--- src/rtl/pal576i_sync_encoder_if.sv ---
// Control inputs and timing outputs of the PAL 576i composite sync encoder.
// The encoder uses the slave modport; whatever drives en/frameLock uses master.
interface pal576i_sync_encoder_if #(
    parameter int POS_W = 13
);
    logic             en;
    logic             frameLock;
    logic             csync;
    logic             hsync;
    logic             vsync;
    logic             isFieldOdd;
    logic [9:0]       lineNumber;
    logic [POS_W-1:0] linePosition;

    modport master (
        output en, frameLock,
        input  csync, hsync, vsync, isFieldOdd, lineNumber, linePosition
    );

    modport slave (
        input  en, frameLock,
        output csync, hsync, vsync, isFieldOdd, lineNumber, linePosition
    );
endinterface

--- src/rtl/pal576i_sync_encoder.sv ---
// Free-running PAL 625-line interlaced composite sync generator (broad, equalising
// and line sync pulses) with frame-lock restart; all outputs registered one cycle after the counters.
module pal576i_sync_encoder #(
    parameter int LINE_CLKS  = 5184,
    parameter int HSYNC_CLKS = 381,
    parameter int EQ_CLKS    = 190,
    parameter int BROAD_CLKS = 2211,
    parameter int POS_W      = 13
) (
    input  logic sysClock,
    input  logic nReset,
    pal576i_sync_encoder_if.slave bus
);
    localparam logic [POS_W-1:0] LAST_P  = POS_W'(LINE_CLKS - 1);
    localparam logic [POS_W-1:0] HALF_P  = POS_W'(LINE_CLKS / 2);
    localparam logic [POS_W-1:0] HSYNC_W = POS_W'(HSYNC_CLKS);
    localparam logic [POS_W-1:0] EQ_W    = POS_W'(EQ_CLKS);
    localparam logic [POS_W-1:0] BROAD_W = POS_W'(BROAD_CLKS);

    typedef enum logic [1:0] {P_NONE, P_EQ, P_NORM, P_BROAD} pulse_e;

    // Assert immediately, release on a clock edge.
    logic [1:0] rst_sync_q;
    logic       rst_n;

    always_ff @(posedge sysClock or negedge nReset) begin
        if (!nReset) rst_sync_q <= 2'b00;
        else         rst_sync_q <= {rst_sync_q[0], 1'b1};
    end
    assign rst_n = rst_sync_q[1];

    logic [9:0]       line_q, line_d;
    logic [POS_W-1:0] pos_q, pos_d;

    always_comb begin
        line_d = line_q;
        pos_d  = pos_q;
        if (bus.frameLock) begin
            line_d = 10'd1;
            pos_d  = '0;
        end else if (pos_q == LAST_P) begin
            pos_d  = '0;
            line_d = (line_q == 10'd625) ? 10'd1 : line_q + 10'd1;
        end else begin
            pos_d  = pos_q + 1'b1;
        end
    end

    always_ff @(posedge sysClock or negedge rst_n) begin
        if (!rst_n) begin
            line_q <= 10'd1;
            pos_q  <= '0;
        end else if (bus.en) begin
            line_q <= line_d;
            pos_q  <= pos_d;
        end
    end

    // Pulse type for the half-line the counters are currently in.
    logic             h1;
    pulse_e           ptype;
    logic [POS_W-1:0] width;
    logic [POS_W-1:0] offset;

    always_comb begin
        h1    = (pos_q >= HALF_P);
        ptype = P_NONE;
        if      (line_q <= 10'd2)   ptype = P_BROAD;
        else if (line_q == 10'd3)   ptype = h1 ? P_EQ : P_BROAD;
        else if (line_q <= 10'd5)   ptype = P_EQ;
        else if (line_q <= 10'd310) ptype = h1 ? P_NONE : P_NORM;
        else if (line_q <= 10'd312) ptype = P_EQ;
        else if (line_q == 10'd313) ptype = h1 ? P_BROAD : P_EQ;
        else if (line_q <= 10'd315) ptype = P_BROAD;
        else if (line_q <= 10'd317) ptype = P_EQ;
        else if (line_q == 10'd318) ptype = h1 ? P_NONE : P_EQ;
        else if (line_q <= 10'd622) ptype = h1 ? P_NONE : P_NORM;
        else if (line_q == 10'd623) ptype = h1 ? P_EQ : P_NORM;
        else                        ptype = P_EQ;

        case (ptype)
            P_EQ:    width = EQ_W;
            P_NORM:  width = HSYNC_W;
            P_BROAD: width = BROAD_W;
            default: width = '0;
        endcase
        offset = h1 ? (pos_q - HALF_P) : pos_q;
    end

    logic csync_d, hsync_d, vsync_d, field1_start, field2_start;

    assign field1_start = (line_q == 10'd1)   && (pos_q == '0);
    assign field2_start = (line_q == 10'd313) && (pos_q == HALF_P);
    assign csync_d      = !(offset < width);
    assign hsync_d      = (pos_q == '0);
    assign vsync_d      = field1_start || field2_start;

    logic             csync_q, hsync_q, vsync_q, odd_q;
    logic [9:0]       line_out_q;
    logic [POS_W-1:0] pos_out_q;

    always_ff @(posedge sysClock or negedge rst_n) begin
        if (!rst_n) begin
            csync_q    <= 1'b1;
            hsync_q    <= 1'b0;
            vsync_q    <= 1'b0;
            odd_q      <= 1'b1;
            line_out_q <= 10'd1;
            pos_out_q  <= '0;
        end else if (bus.en) begin
            csync_q    <= csync_d;
            hsync_q    <= hsync_d;
            vsync_q    <= vsync_d;
            if (field1_start)      odd_q <= 1'b1;
            else if (field2_start) odd_q <= 1'b0;
            line_out_q <= line_q;
            pos_out_q  <= pos_q;
        end
    end

    assign bus.csync        = csync_q;
    assign bus.hsync        = hsync_q;
    assign bus.vsync        = vsync_q;
    assign bus.isFieldOdd   = odd_q;
    assign bus.lineNumber   = line_out_q;
    assign bus.linePosition = pos_out_q;
endmodule

--- src/flat_wrapper.sv ---
// flat-port wrapper written by rule: the top's interface ports become plain ports
module pal576i_sync_encoder_flat 
#(
    parameter int LINE_CLKS  = 5184,
    parameter int HSYNC_CLKS = 381,
    parameter int EQ_CLKS    = 190,
    parameter int BROAD_CLKS = 2211,
    parameter int POS_W      = 13
)
  (sysClock, nReset, bus_en, bus_frameLock, bus_csync, bus_hsync, bus_vsync, bus_isFieldOdd, bus_lineNumber, bus_linePosition);
  pal576i_sync_encoder_if #(.POS_W(POS_W)) bus_i ();
  input  logic sysClock;
  input  logic nReset;
  input wire logic [$bits(bus_i.en)-1:0] bus_en;
  input wire logic [$bits(bus_i.frameLock)-1:0] bus_frameLock;
  output wire logic [$bits(bus_i.csync)-1:0] bus_csync;
  output wire logic [$bits(bus_i.hsync)-1:0] bus_hsync;
  output wire logic [$bits(bus_i.vsync)-1:0] bus_vsync;
  output wire logic [$bits(bus_i.isFieldOdd)-1:0] bus_isFieldOdd;
  output wire logic [$bits(bus_i.lineNumber)-1:0] bus_lineNumber;
  output wire logic [$bits(bus_i.linePosition)-1:0] bus_linePosition;
  assign bus_i.en = bus_en;
  assign bus_i.frameLock = bus_frameLock;
  assign bus_csync = bus_i.csync;
  assign bus_hsync = bus_i.hsync;
  assign bus_vsync = bus_i.vsync;
  assign bus_isFieldOdd = bus_i.isFieldOdd;
  assign bus_lineNumber = bus_i.lineNumber;
  assign bus_linePosition = bus_i.linePosition;
  pal576i_sync_encoder #(.LINE_CLKS(LINE_CLKS), .HSYNC_CLKS(HSYNC_CLKS), .EQ_CLKS(EQ_CLKS), .BROAD_CLKS(BROAD_CLKS), .POS_W(POS_W)) u_core (.sysClock(sysClock), .nReset(nReset), .bus(bus_i));
endmodule
--- config.mk ---
export PLATFORM = sky130hd
export DESIGN_NAME = pal576i_sync_encoder_flat
export DESIGN_NICKNAME = d
export VERILOG_FILES = /design/src/rtl/pal576i_sync_encoder_if.sv /design/src/rtl/pal576i_sync_encoder.sv /design/src/flat_wrapper.sv
export SDC_FILE = /design/constraint.sdc
export NUM_CORES = 1
export LEC_CHECK = 0
export CAP_MARGIN = 20
export CORE_MARGIN = 1.5
export CORE_UTILIZATION = 55
export CTS_BUF_LIST = sky130_fd_sc_hd__clkbuf_4 sky130_fd_sc_hd__clkbuf_8 sky130_fd_sc_hd__clkbuf_16
export DETAILED_ROUTE_END_ITERATION = 8
export PLACE_DENSITY = 0.82
export SLEW_MARGIN = 20
export SYNTH_ARGS = -nofsm -noshare
export SYNTH_HDL_FRONTEND = slang
export SYNTH_SLANG_ARGS = --single-unit
--- constraint.sdc ---
create_clock -name sysClock -period 2.4 [get_ports sysClock]
set_clock_uncertainty 0.1 [all_clocks]
set_input_delay 0.48 -clock sysClock [delete_from_list [all_inputs] [get_ports sysClock]]
set_output_delay 0.48 -clock sysClock [all_outputs]
set_load 0.02 [all_outputs]
==> out/qor.txt <==
Avg Cell Area, Syn -> 9.75 um2
Clock slew at reported path FFs -> 0.10 ns
Vias in the first global route -> 3059
Most common cell after layout, fill and taps aside -> buf_4
Post-placement cell count -> 486
Reg-to-reg slack, setup -> -1.30 ns
DRT Wirelength -> 9.47 mm
CP Max Fanout -> 6
TritonCTS Buffers -> 5
Fraction of registers with async set or reset after synthesis -> 100%
CP Data Arrival Time -> 3.85 ns
Layout cells sized above 1 -> 31.0%
Post-synthesis mux area share -> 8.94%
Largest family of logic cells by synthesized area -> simple AND/OR/NAND/NOR gates
CP top delay family -> compound AO/OA/AOI/OAI gates
Sequential fraction of the synthesis area -> 40.2%
Critical path's slowest cell -> or4b_4
Post-Synth XOR/XNOR Area -> 2.43%
Vias/cell -> 6.30
Final hold violation count -> 0
Crit path launch type -> flop
Largest stage delay, worst path -> 0.47 ns
CP Class -> flop to flop
Critical path buffers and inverters -> 3
Via count -> 3118
Yosys reg bits -> 52
CTS tree -> yes
GRT Total Usage -> 30.6%
CP Cell Sequence -> inv_2, ha_4, or4b_4, a21oi_4, nand3_2, a221oi_4, buf_4, o21a_1, ha_1, inv_1, ha_1, a21o_1, a21o_1, a221oi_2, o211ai_1, a21bo_1
Minimum clock period -> 3.70 ns
Setup TNS -> -1.30 ns
Die W -> 79.9 um
Design area -> 4300 um2
I/O Buffers -> 30
Dominant cells by area after synthesis -> dfrtp_1 37%, ha_1 8.5%, mux2_2 8.3%, o21ai_0 3.7%, dfstp_2 3.2%
PnR Total Power -> 2.30 mW
Die Ht -> 79.9 um
Post-place instance area -> 4140 um2
Core ar. -> 5610 um2
Final Util -> 76.7%
Initial antenna violation count -> 0
CTS Sinks -> 52
Largest net degree at the start of global routing -> 38
Worst hold-check path type -> flop to asynchronous set/reset pin
Area delta synth->final -> 32.4%
Place WS -> -1.25 ns
Post-synthesis simple-gate area fraction -> 19.0%
RSZ-0062 raised after global routing -> true
Sequential cell area -> 1310 um2
DRT Pass-1 Iters -> 4
Skew-Pair Late Insertion Delay -> 0.31 ns
Cell taking the most area after synthesis -> dfrtp_1
Post-DP HPWL -> 6.37 mm
Lkg Pwr -> 2.05 nW
Multi-input logic area -> 1880 um2
RR Startpoint -> u_core.pos_q[6]
Synthesized cell area -> 3250 um2
Ys Warns -> 0
Nature of the critical path endpoint -> flop
Routed len/inst -> 19.1 um
Outcome -> finished, violations left
Setup violations, final -> 1
Compound-Gate Fraction of Synth Area -> 16.6%
Maximum vdd drop -> 0.669 mV
Cell Rows -> 27
Ant diodes -> 0
Total grt overflow -> 0
Nets@finish -> 448
Most frequent cells in the layout -> 71 x buf_4, 47 x dfrtp_1, 30 x clkdlybuf4s50_1, 24 x mux2_2, 23 x o21ai_0
Starting density of the core -> 57.9%
Post-Synthesis Cells -> 333
GP Congestion -> 0.891
Fin cells -> 495
Worst Setup Slack, final -> -1.30 ns
Filler Cell Count -> 366
Synth Area in Adders -> 8.47%
Post-synth EDFFs -> 0
Initial DRC Count -> 264
Yosys cell types -> 65
Residual DRC count -> 0
Net Count, Synth -> 359
Slew Limit Fails -> 0
Failing checks -> setup timing
Clock Tree Buf Depth -> 2
Max_slew headroom -> 64.6%
Synth top area share -> 37.0%
Die footprint -> 6380 um2
Worst Setup SP -> u_core.pos_q[6]
Global-route wire length before repair -> 15.0 mm
I/O Pins -> 31
Min Hold Slack -> 0.0572 ns
Period Utilization, post-route -> 154%
Top FF cell, synth -> dfrtp_1
Tightest Pin Transition -> 0.527 ns
Clk root buf -> clkbuf_8
Post-CTS Hold Buffers -> 0
Max-Cap Viols -> 0
Fmax -> 0.270 GHz
Required @ worst endpoint -> 2.55 ns
Antenna-violating nets left -> 0
Power density over cell area -> 536 nW/um2
H-tree lvl count -> 2
## Yosys cell counts (4+ instances only)
master,number
a21o_1,4
a21oi_1,8
a31oi_1,5
and2_1,5
clkbuf_1,13
dfrtp_1,48
dfstp_2,4
ha_1,22
inv_1,13
mux2_2,24
nand2_1,20
nand3_1,15
nand4_1,5
nor2_1,22
nor2b_1,7
nor3_1,10
o21a_1,5
o21ai_0,24
o31ai_1,6
or3_1,4
xnor2_1,4
xor2_1,5
## logic make-up (layout without fill, tap and decap cells)
group / Yosys count / count (layout)
mux: 26 / 26
simple gates: 112 / 112
other cells: 1 / 1
flops: 52 / 52
xor+xnor: 9 / 9
buf+inv: 33 / 123
compound gates: 78 / 78
fa+ha+maj: 22 / 22
## cell type report
class / count / share of cell area [%]
multi-input combinational: 248 / 43.7
sequential: 52 / 30.4
tap: 72 / 2.10
timing repair buffer: 102 / 19.8
clock buffer: 5 / 1.60
clock inverter: 3 / 1.16
inverter: 13 / 1.19
## routing by layer
metal,up-vias,track usage (%),wire [um]
met4,0,13.6,320
met5,-,0,0
met3,39,6.51,793
met1,1513,39.3,3870
li1,1392,-,-
met2,174,49.7,4490
## worst paths after layout
check / endpoint / cells past startpoint
max in group asynchronous: u_core.line_q[0] / 1
worst max-delay path: u_core.bus.csync / 16
worst min register to register: u_core.bus.lineNumber[5] / 0
worst max register to register: u_core.bus.csync / 16
min in group sysClock: u_core.rst_sync_q[1] / 0
worst min-delay path: u_core.bus.lineNumber[5] / 0
## power by group
part	leakage, nW	switching, mW	total [mW]	internal, mW
Clock	0.0607	0.310	0.632	0.322
Combinational	1.29	0.357	0.682	0.325
Sequential	0.697	0.0498	0.991	0.941
Total	2.05	0.717	2.30	1.59
## flip-flops by register name, indices dropped and copies added, names as in the netlist
name / count
u_core.bus.csync: 1
u_core.bus.hsync: 1
u_core.bus.isFieldOdd: 1
u_core.bus.lineNumber: 10
u_core.bus.linePosition: 13
u_core.bus.vsync: 1
u_core.line_q: 10
u_core.pos_q: 13
u_core.rst_sync_q: 2
## worst reg2reg max path: cells and delay by family, from the launching register on
kind	cells	cell delay, ns
AO/OA/AOI/OAI	8	1.65
AND/OR/NAND/NOR	2	0.61
adder cells (fa/ha/maj)	3	0.60
flip-flops	1	0.40
buffers and inverters	3	0.31
## timing repair
item,4_1_cts,5_1_grt
endpoints found under the setup margin,1,3
gates resized for setup,2,4
pin swaps,1,6
buffers inserted,0,1
(Power assumes the default switching activity.)
